### src/rtl/usr_shift_sequencer.sv
// usr_shift_sequencer: drives a universal shift register through load + counted shifts and streams exiting bits; USR_SEQ_ROTATE_EN enables rotate fill
module usr_shift_sequencer #(
  parameter int WIDTH = 4,
  localparam int CNT_W = $clog2(WIDTH + 1)
) (
  input  logic             clk,
  input  logic             clear,
  input  logic             in_valid,
  output logic             in_ready,
  input  logic [WIDTH-1:0] in_data,
  input  logic             in_dir,
  input  logic [CNT_W-1:0] in_count,
  input  logic             in_fill,
  input  logic             in_rot,
  input  logic [WIDTH-1:0] a_in,
  output logic [1:0]       S,
  output logic [WIDTH-1:0] I,
  output logic             MSB_in,
  output logic             LSB_in,
  output logic             ser_out,
  output logic             ser_valid,
  output logic             done
);
  typedef enum logic [1:0] {IDLE, LOAD, SHIFT, DONE} state_t;
  state_t state, state_n;
  logic [WIDTH-1:0] data_q;
  logic [CNT_W-1:0] cnt_q, rem;
  logic dir_q, fill_q, rot_q, shifting, out_bit, fill_bit;
  always_ff @(posedge clk or negedge clear) begin
    if (!clear) begin
      state  <= IDLE;
      data_q <= '0;
      cnt_q  <= '0;
      rem    <= '0;
      dir_q  <= 1'b0;
      fill_q <= 1'b0;
    end else begin
      state <= state_n;
      if (state == IDLE && in_valid) begin
        data_q <= in_data;
        dir_q  <= in_dir;
        fill_q <= in_fill;
        cnt_q  <= in_count > CNT_W'(WIDTH) ? CNT_W'(WIDTH) : in_count;
      end
      if (state == LOAD) rem <= cnt_q;
      else if (state == SHIFT) rem <= rem - CNT_W'(1);
    end
  end
`ifdef USR_SEQ_ROTATE_EN
  always_ff @(posedge clk or negedge clear) begin
    if (!clear) rot_q <= 1'b0;
    else if (state == IDLE && in_valid) rot_q <= in_rot;
  end
`else
  logic unused_rot;
  assign unused_rot = in_rot;
  assign rot_q = 1'b0;
`endif
  always_comb begin
    state_n   = state == IDLE  ? (in_valid ? LOAD : IDLE) :
                state == LOAD  ? (cnt_q == '0 ? DONE : SHIFT) :
                state == SHIFT ? (rem == CNT_W'(1) ? DONE : SHIFT) : IDLE;
    shifting  = state == SHIFT;
    out_bit   = dir_q ? a_in[WIDTH-1] : a_in[0];
    fill_bit  = rot_q ? out_bit : fill_q;
    in_ready  = state == IDLE;
    S         = state == LOAD ? 2'b11 : shifting ? (dir_q ? 2'b10 : 2'b01) : 2'b00;
    I         = state == LOAD ? data_q : '0;
    MSB_in    = shifting && !dir_q && fill_bit;
    LSB_in    = shifting && dir_q && fill_bit;
    ser_out   = shifting && out_bit;
    ser_valid = shifting;
    done      = state == DONE;
  end
endmodule

### config.mk
export PLATFORM = sky130hd
export DESIGN_NAME = usr_shift_sequencer
export DESIGN_NICKNAME = d
export VERILOG_FILES = /design/src/rtl/usr_shift_sequencer.sv
export SDC_FILE = /design/constraint.sdc
export NUM_CORES = 1
export LEC_CHECK = 0
export ABC_CLOCK_PERIOD_IN_PS = 1300
export CORE_MARGIN = 2
export CORE_UTILIZATION = 40
export CTS_BUF_LIST = sky130_fd_sc_hd__clkbuf_8
export DETAILED_ROUTE_END_ITERATION = 10
export PLACE_DENSITY = 0.77
export REMOVE_ABC_BUFFERS = 1
export SYNTH_ARGS = -nofsm -noshare
export SYNTH_HDL_FRONTEND = slang
export SYNTH_SLANG_ARGS = --single-unit
### constraint.sdc
create_clock -name clk -period 1.3 [get_ports clk]
set_clock_uncertainty 0.1 [all_clocks]
set_input_delay 0.26 -clock clk [delete_from_list [all_inputs] [get_ports clk]]
set_output_delay 0.26 -clock clk [all_outputs]
set_load 0.02 [all_outputs]
==> impl_metrics.toml <==
[placed_design]
post-place-ws_ns = -0.603
place_congestion = 0.779
place_hpwl_mm = 1.26
io_buffers = 25
post_dp_cell_area_sq_um = 1130

[global_route]
grt.overflow.total = 0
antenna_found_initial = 0
grt_pass1_vias = 664
grt.total_usage = 0.194
grt_max_degree = 15
grt_pass1_wl_mm = 2.92

[cells_and_area]
design_area_sq_um = 1370
syn2layout_area_growth_pct = 80.3
post_route_cells_drive_above_1_share = 0.582
fin_nets = 134
diodes = 0

[power]
p_int_mw = 2.24
power.density_nw_per_um2 = 2620
switching_power_mw = 1.34
peakVddDrop_mv = 1.34
comb_power_share = 0.624
power_frac_seq = 0.257
p_total_mw = 3.58
leakagePower_nw = 0.648
swShare = 0.374
clkPwrFrac = 0.118

[critical_path]
ff2ff_path_depth = 7
reg2reg_to = "data_q[1]"
crit_required_ns = 0.94
rr_startpoint = "state[1]"
reg2reg_slack_ns = -0.28
cp-start-kind = "register"
worst-setup-path-type = "register to primary output"
worstSetupEndpointType = "primary output"
worstPathArrival_ns = 1.25
path_max_fanout = 5

[drt]
drc = 0
vias = 642
wl_mm = 1.99
drtAntennaViolNets = 0
drt-pass1-iter-count = 4
vias_per_cell = 4.76
routedWlPerCell_um = 14.7
drtIter0Drc = 3

[yosys]
synth-seq-cells = 14
yosysWarnings = 0
synth_top_family_by_area = "multiplexers"
synthXorXnorAreaFrac = 0
synth_compound_area_frac = 0.0876
ys_seq_area_frac = 0.463
synth_cell_types = 19
synthMuxAreaShare = 0.169
synth-simple-area-share = 0.122
synth_fa_ha_area_frac = 0.0992
synth_area_leaders = "dfrtp_1, ha_1, mux2_4"
syn-cell-area_sq_um = 757
postSynthAreaPerCell_sq_um = 11.3
synth_cells = 67
synth_top_area_frac = 0.463
synth_area_leader_cell = "dfrtp_1"

[timing]
min_period_over_period = 1.24
slew_headroom = 0.825
tightest_slew_ns = 0.263
setup_ws_ns = -0.306
rsz0062_at_grt = "true"
setup_viol = 25
period_minus_slack_ns = 1.61
finalHoldViolCount = 0
hold_ws_ns = 0.245
fmax_mhz = 623
drv_slew = 0

[die]
boundaryPins = 29
fp.dieW_um = 47.5
core-area_sq_um = 1750
rows = 15
start_util = 0.434
dieArea_sq_um = 2260
die_h_um = 47.5

[clock_tree]
cts_root_buffer = "clkbuf_8"
holdBufCountCts = 0
clk_pin_slew_ns = 0.06
clock-sinks = 14
numCtsBuffers = 3
clock_latency_ns = 0.24
h-tree-depth = 1
cts_tree = "yes"
cts_buffer_depth = 2

[job]
drv_cap = 0

[run_status]
violations = "negative setup slack"
outcome = "complete, but fails checks"

[hold_path]
hold_path_class = "input port to asynchronous set/reset pin"
==> what timing repair did <==
item                                    4_1_cts  5_1_grt
pin swaps                                     4        5
buffers inserted                              3        1
endpoints found under the setup margin       25       25
resized for setup                           107       14
==> cell usage in the layout, fill, tap and decap left out <==
master	count
nor2_2	2
and3_4	1
clkdlybuf4s50_1	13
nand2_1	2
inv_4	1
nand2b_1	2
buf_4	6
a31oi_1	1
mux2i_1	3
clkbuf_8	4
o21ai_2	2
buf_6	21
o21ai_1	3
a22o_1	2
buf_12	1
a21boi_2	1
o21ai_0	1
inv_1	2
nor2_1	2
dfrtp_1	12
nor4b_4	1
nand2_4	1
dfrtp_2	2
nand2_2	3
mux2_4	7
a21oi_2	1
and2_4	4
ha_4	3
inv_2	3
ha_1	3
==> worst max-delay path by stage <==
stage | endpoint | startpoint
floorplan | S[0] | state[0]
global placement | S[0] | state[1]
detailed placement | S[0] | state[1]
CTS | data_q[1] | state[1]
global route | MSB_in | state[0]
finish | ser_out | state[0]
==> logic make-up after synthesis <==
logic type / count (synthesis)
compound gates: 11
flops: 14
mux: 10
simple gates: 18
fa+ha+maj: 6
buf+inv: 8
==> flip-flops by register name, indices dropped and copies added (netlist names) <==
name and flops:
state 2, fill_bit 1, cnt_q 3, data_q 4
dir_q 1, rem 3
==> Yosys cell counts <==
master	instances
a21boi_0	1
nor2_1	4
mux2i_1	3
mux2_2	2
and3_1	1
nand2_1	5
and2_1	4
mux2_4	5
nand2b_1	2
a22o_1	2
inv_1	6
a21oi_1	1
nor4b_1	1
dfrtp_1	14
nand2_2	1
a31oi_1	1
o21ai_0	6
ha_1	6
buf_6	2
==> critical path, cell delays in order, from the launching register on <==
cell and delay (ns):
dfrtp_2 0.44, inv_2 0.09, ha_4 0.16, inv_2 0.04, nor2_1 0.10, buf_4 0.16
==> stage by stage <==
stage,std cells,util,setup TNS (ns)
floorplan,65,-,-3.10
detailed placement,129,0.649,-9.82
finish,135,0.782,-6.02
global route,135,0.782,-7.09
CTS,135,0.758,-6.36
global placement,129,0.649,-9.10
==> per-layer routing <==
| metal | track usage | vias to the layer above | part of all wire |
|---|---|---|---|
| met5 | 0 | - | 0 |
| met4 | 0.0833 | 0 | 0.0096 |
| met3 | 0.0226 | 2 | 0.037 |
| met2 | 0.376 | 21 | 0.54 |
| met1 | 0.208 | 309 | 0.42 |
| li1 | - | 310 | - |
==> layout make-up <==
| type | count | area, sq um |
|---|---|---|
| multi-input cells | 45 | 469 |
| repair buffers | 41 | 432 |
| fillers | 96 | 380 |
| flip-flops and latches | 14 | 353 |
| clock buffers | 4 | 55.1 |
| well taps | 25 | 31.3 |
| inverters | 6 | 25.0 |
==> power groups by stage <==
stage / Sequential (mW) / Clock (mW) / Combinational [mW]
finish: 0.922 / 0.423 / 2.24
floorplan: 0.778 / 0 / 0.928
global route: 0.944 / 0.452 / 2.39
global placement: 0.812 / 0 / 1.62
detailed placement: 0.828 / 0 / 1.68
CTS: 0.877 / 0.425 / 2.09
Power figures use the tool's default switching activity.
